[src/rtl/bitwise_acc.sv]
// bitwise_acc -- registered bitwise logic co-unit with an optional accumulator.
//
// Computes one of eight bitwise functions of (x, b), where x is either operand
// a or the internal accumulator. The result goes through a single registered
// stage with valid/ready handshakes on both sides.
//
// Ports:
//   clk       rising-edge clock
//   rst_n     synchronous active-low reset
//   in_valid  request carries valid op/a/b/acc_sel
//   in_ready  block can accept a request this cycle (combinational)
//   op        function select: AND, OR, XOR, NAND, NOR, XNOR, NOT x, pass b
//   acc_sel   1 = use the accumulator as operand x instead of a
//   a, b      WIDTH-bit operands
//   clr       synchronous accumulator clear (wins over a same-cycle accept)
//   out_valid out/zr/ng hold a valid result
//   out_ready consumer takes the result this cycle
//   out       registered result
//   zr        registered, 1 when out == 0
//   ng        registered, MSB of out
//   acc       current accumulator value (all zeros when ACC_EN = 0)
module bitwise_acc #(
  parameter int WIDTH  = 16,
  parameter bit ACC_EN = 1'b1
) (
  input  logic             clk,
  input  logic             rst_n,
  input  logic             in_valid,
  output logic             in_ready,
  input  logic [2:0]       op,
  input  logic             acc_sel,
  input  logic [WIDTH-1:0] a,
  input  logic [WIDTH-1:0] b,
  input  logic             clr,
  output logic             out_valid,
  input  logic             out_ready,
  output logic [WIDTH-1:0] out,
  output logic             zr,
  output logic             ng,
  output logic [WIDTH-1:0] acc
);

  function automatic logic [WIDTH-1:0] bit_fn(
    input logic [2:0]       f,
    input logic [WIDTH-1:0] x,
    input logic [WIDTH-1:0] y
  );
    logic [WIDTH-1:0] r;
    case (f)
      3'b000:  r = x & y;
      3'b001:  r = x | y;
      3'b010:  r = x ^ y;
      3'b011:  r = ~(x & y);
      3'b100:  r = ~(x | y);
      3'b101:  r = ~(x ^ y);
      3'b110:  r = ~x;
      default: r = y;
    endcase
    return r;
  endfunction

  logic             out_valid_q, out_valid_d;
  logic [WIDTH-1:0] out_q, out_d;
  logic             zr_q, zr_d;
  logic             ng_q, ng_d;
  logic [WIDTH-1:0] acc_q, acc_d;

  logic             accept;
  logic [WIDTH-1:0] x_sel;
  logic [WIDTH-1:0] res;

  // Input side: operand select and function evaluation
  always_comb begin
    in_ready = !out_valid_q || out_ready;
    accept   = in_valid && in_ready;
    x_sel    = (ACC_EN && acc_sel) ? acc_q : a;
    res      = bit_fn(op, x_sel, b);

    out_valid_d = out_valid_q;
    out_d       = out_q;
    zr_d        = zr_q;
    ng_d        = ng_q;

    if (accept) begin
      out_valid_d = 1'b1;
      out_d       = res;
      zr_d        = (res == '0);
      ng_d        = res[WIDTH-1];
    end else if (out_ready) begin
      out_valid_d = 1'b0;
    end

    // With ACC_EN = 0 this is constant zero, so the acc flops fold away.
    // clr takes priority; the same-cycle result above still used the old acc.
    acc_d = acc_q;
    if (!ACC_EN || clr) begin
      acc_d = '0;
    end else if (accept) begin
      acc_d = res;
    end
  end

  // Output register stage
  always_ff @(posedge clk) begin
    if (!rst_n) begin
      out_valid_q <= 1'b0;
      out_q       <= '0;
      zr_q        <= 1'b1;
      ng_q        <= 1'b0;
      acc_q       <= '0;
    end else begin
      out_valid_q <= out_valid_d;
      out_q       <= out_d;
      zr_q        <= zr_d;
      ng_q        <= ng_d;
      acc_q       <= acc_d;
    end
  end

  assign out_valid = out_valid_q;
  assign out       = out_q;
  assign zr        = zr_q;
  assign ng        = ng_q;
  assign acc       = acc_q;

endmodule

[config.mk]
export PLATFORM = sky130hd
export DESIGN_NAME = bitwise_acc
export DESIGN_NICKNAME = d
export VERILOG_FILES = /design/src/rtl/bitwise_acc.sv
export SDC_FILE = /design/constraint.sdc
export NUM_CORES = 1
export LEC_CHECK = 0
export CORE_MARGIN = 3
export CORE_UTILIZATION = 50
export CTS_BUF_LIST = sky130_fd_sc_hd__clkbuf_8 sky130_fd_sc_hd__clkbuf_16
export CTS_CLUSTER_DIAMETER = 50
export DETAILED_ROUTE_END_ITERATION = 10
export DONT_BUFFER_PORTS = 1
export SLEW_MARGIN = 20
export SYNTH_ARGS = -nofsm -noshare
export SYNTH_HDL_FRONTEND = slang
export SYNTH_SLANG_ARGS = --single-unit
export TNS_END_PERCENT = 20
[constraint.sdc]
create_clock -name clk -period 6.3 [get_ports clk]
set_input_delay 1.575 -clock clk [delete_from_list [all_inputs] [get_ports clk]]
set_output_delay 1.575 -clock clk [all_outputs]
set_load 0.05 [all_outputs]
==> out/qor_table.md <==
| Metric | Reported | Unit |
| --- | --- | --- |
| Outcome | finished, final reports clean | - |
| Pre-Repair DR Iteration Count | 4 | - |
| Time the final worst path needs with I/O delays and setup | 3620 | ps |
| P&R area growth vs syn | -0.381 | % |
| Slowest cell on crit path | nand2b_1 | - |
| Overall routed net length | 7910 | microns |
| Fraction of layout cells with a size suffix above 1 | 0.0529 | - |
| Via count | 2612 | - |
| Clock tree from TritonCTS | built | - |
| Post-synth top area share | 0.230 | - |
| Wire per inst | 18.4 | microns |
| Die boundary width | 82.9 | microns |
| DRC viols | 0 | - |
| Max capacitance violation total | 0 | - |
| Warning count from the yosys run | 0 | - |
| HPWL after DPL | 5850 | microns |
| I/O pin cnt | 77 | - |
| Number of CTS-inserted buffers | 5 | - |
| Delay of the slowest critical-path stage | 470 | ps |
| Maximum clock path buffer count | 2 | - |
| Count of standard-cell rows | 27 | - |
| Sum of buffers and inverters on the critical path | 0 | - |
| Type of the worst setup path | input pin to output port | - |
| Final Max Tran Viols | 0 | - |
| Maximum achievable frequency | 276 | MHz |
| HP Class | flop to flop | - |
| Chip Height | 82.9 | microns |
| Worst EP required | 4720 | ps |
| Post-synthesis sequential area ratio | 0.230 | - |
| TritonCTS Sinks | 34 | - |
| Nature of the critical path endpoint | output port | - |
| Worst slew margin | 0.363 | - |
| Arrival time worst endpoint | 2050 | ps |
| Share of synthesized flip-flops with an asynchronous set or reset | 0 | - |
| Clock root buffer master | clkbuf_8 | - |
| Most instantiated flip-flop cell in the synthesis netlist | dfxtp_1 | - |
| Count of nets left with antenna violations after detail routing | 0 | - |
| Critical register-to-register path startpoint | acc[14] | - |
| Number of global-route vias before repair | 2526 | - |
| Total global routing overflow | 0 | - |
| Global placer's final weighted congestion | 0.794 | - |
| Net Count, Synth | 451 | - |
| Number of DRC markers in iteration 0 | 172 | - |
| Synthesized flop and latch total | 34 | - |
| Max Fanout on Critical Path | 4 | - |
| Tightest Pin Transition | 955 | ps |
| Post-synthesis instance total | 378 | - |
| DR vias/cell | 6.06 | - |
| Global routing usage summed across all routing layers | 0.225 | - |
| Cell with the most instances after synthesis | nand2_1 | - |
| Power density normalized to cell area | 195 | nW/um^2 |
| Most numerous cell types in the synthesized netlist | 49 x nand2_1, 46 x a21oi_1, 39 x inv_1 | - |
| First-pass GRT wire length | 12800 | microns |
| Library cell with the largest summed area after synthesis | dfxtp_1 | - |
| Diodes inserted | 0 | - |
| Launch point of the worst path | out_ready | - |
| Endpoints failing setup | 0 | - |
| Critical path's top delay family | simple AND/OR/NAND/NOR gates | - |
| Total standard cell area after synthesis | 2960 | sq um |
| PostCTS Resize Cnt | 0 | - |
| CP Cell Sequence | nand2b_1 | - |
| Final hold violation count | 0 | - |
| Number of synthesized flops with an enable pin | 0 | - |
| Core Box Area | 5610 | sq um |
| Leak pwr | 1.33 | nW |
| Unrepaired setup endpoints after global routing | false | - |
| Clock transition at the registers of the reported paths | 60 | ps |
| Final period util | 0.575 | - |
| Buffers inserted by post-CTS timing repair | 0 | - |
| Die area | 6870 | sq um |
| Worst slack after detailed placement | 2680 | ps |
| Max H-tree Level | 2 | - |
| Mean instance size in the synthesized netlist | 7.82 | sq um |
| Max rail drop VDD | 0.169 | mV |
| Largest net degree at the start of global routing | 38 | - |
| Leading post-synthesis cells by cell area | dfxtp_1 23%, ha_1 14%, a21oi_1 7.8% | - |
| Count of nets after finishing | 432 | - |
| Largest clock skew in the final design | 1.77 | ps |
| Port Buffers | 0 | - |
| Setup TNS | 0 | ps |
| Initial antenna violation count | 0 | - |
| Number of distinct library cells after synthesis | 54 | - |
| Launch point of the worst hold path | out[7] | - |
| Source-to-sink clock delay at the later pin of the worst-skew pair | 270 | ps |
| Fill cell count | 555 | - |
| Initial Util | 0.527 | - |
| Slack of the critical path | 2680 | ps |
| Category of the worst setup path launch point | input pin | - |
| Post-cts hold buffer count | 0 | - |
-- area by class of cell --
type,instances,area (sq um),area share
Multi-Input combinational cell,277,1940,0.659
Sequential cell,34,681,0.231
Inverter,40,150,0.0510
Tap cell,72,90.1,0.0306
Clock buffer,5,68.8,0.0234
Clock inverter,2,7.51,0.00255
Timing Repair Buffer,1,7.51,0.00255
-- cell usage in the layout, fill, tap and decap left out, drive strengths merged, types with 3 or more instances in the layout --
master   n
or2      4
nor2    16
ha      32
inv     42
a221o    3
nor2b    9
nor3     3
clkbuf   5
mux2     4
and2     3
o32a     3
a211oi   6
a21oi   47
nand3    5
o21ai   17
o211ai   4
a221oi   3
a22oi    5
mux2i   23
nand2   49
a22o     4
dfxtp   34
nand2b   5
a32oi    3
-- flip-flops by register name, summed over array words and instances, names as in the netlist --
signal	count
out	16
acc	16
out_valid	1
zr	1
-- per-stage QoR --
stage / power, mW / area, sq um / hold WS, ps / std cells / util
floorplan: 0.420 / 2960 / 675 / 378 / -
finish: 0.574 / 2950 / 698 / 431 / 0.525
detailed placement: 0.436 / 2870 / 692 / 424 / 0.512
global placement: 0.434 / 2870 / 690 / 424 / 0.512
global route: 0.607 / 2950 / 732 / 431 / 0.525
CTS: 0.578 / 2950 / 700 / 431 / 0.525
-- per-layer routing --
metal	vias up	track usage	part of all wire
met1	1229	0.290	0.44
met4	0	0.0357	0.0043
met3	4	0.0565	0.062
met5	-	0	0
met2	84	0.387	0.49
li1	1295	-	-
-- logic make-up (layout without fill, tap and decap cells) --
group / Yosys count / in the layout / synth area share
adder cells (fa/ha/maj): 32 / 32 / 0.135
AND/OR/NAND/NOR: 102 / 102 / 0.162
multiplexers: 28 / 28 / 0.101
AO/OA/AOI/OAI: 115 / 115 / 0.258
flip-flops: 34 / 34 / 0.230
buffers and inverters: 67 / 48 / 0.113
-- final timing paths --
check / end / slack (ps) / depth (start not counted)
max: in_ready / 2680 / 1
min reg2reg: out[7] / 700 / 2
max reg2reg: zr / 3600 / 8
min: out[7] / 700 / 2
-- power breakdown --
| group | internal (mW) | switching (mW) | total, mW | leakage (nW) |
|---|---|---|---|---|
| Clock | 0.0727 | 0.0708 | 0.144 | 0.0466 |
| Sequential | 0.229 | 0.0593 | 0.288 | 0.279 |
| Combinational | 0.0612 | 0.0815 | 0.143 | 1.00 |
| Total | 0.363 | 0.212 | 0.574 | 1.33 |
Power figures use the tool's default switching activity.
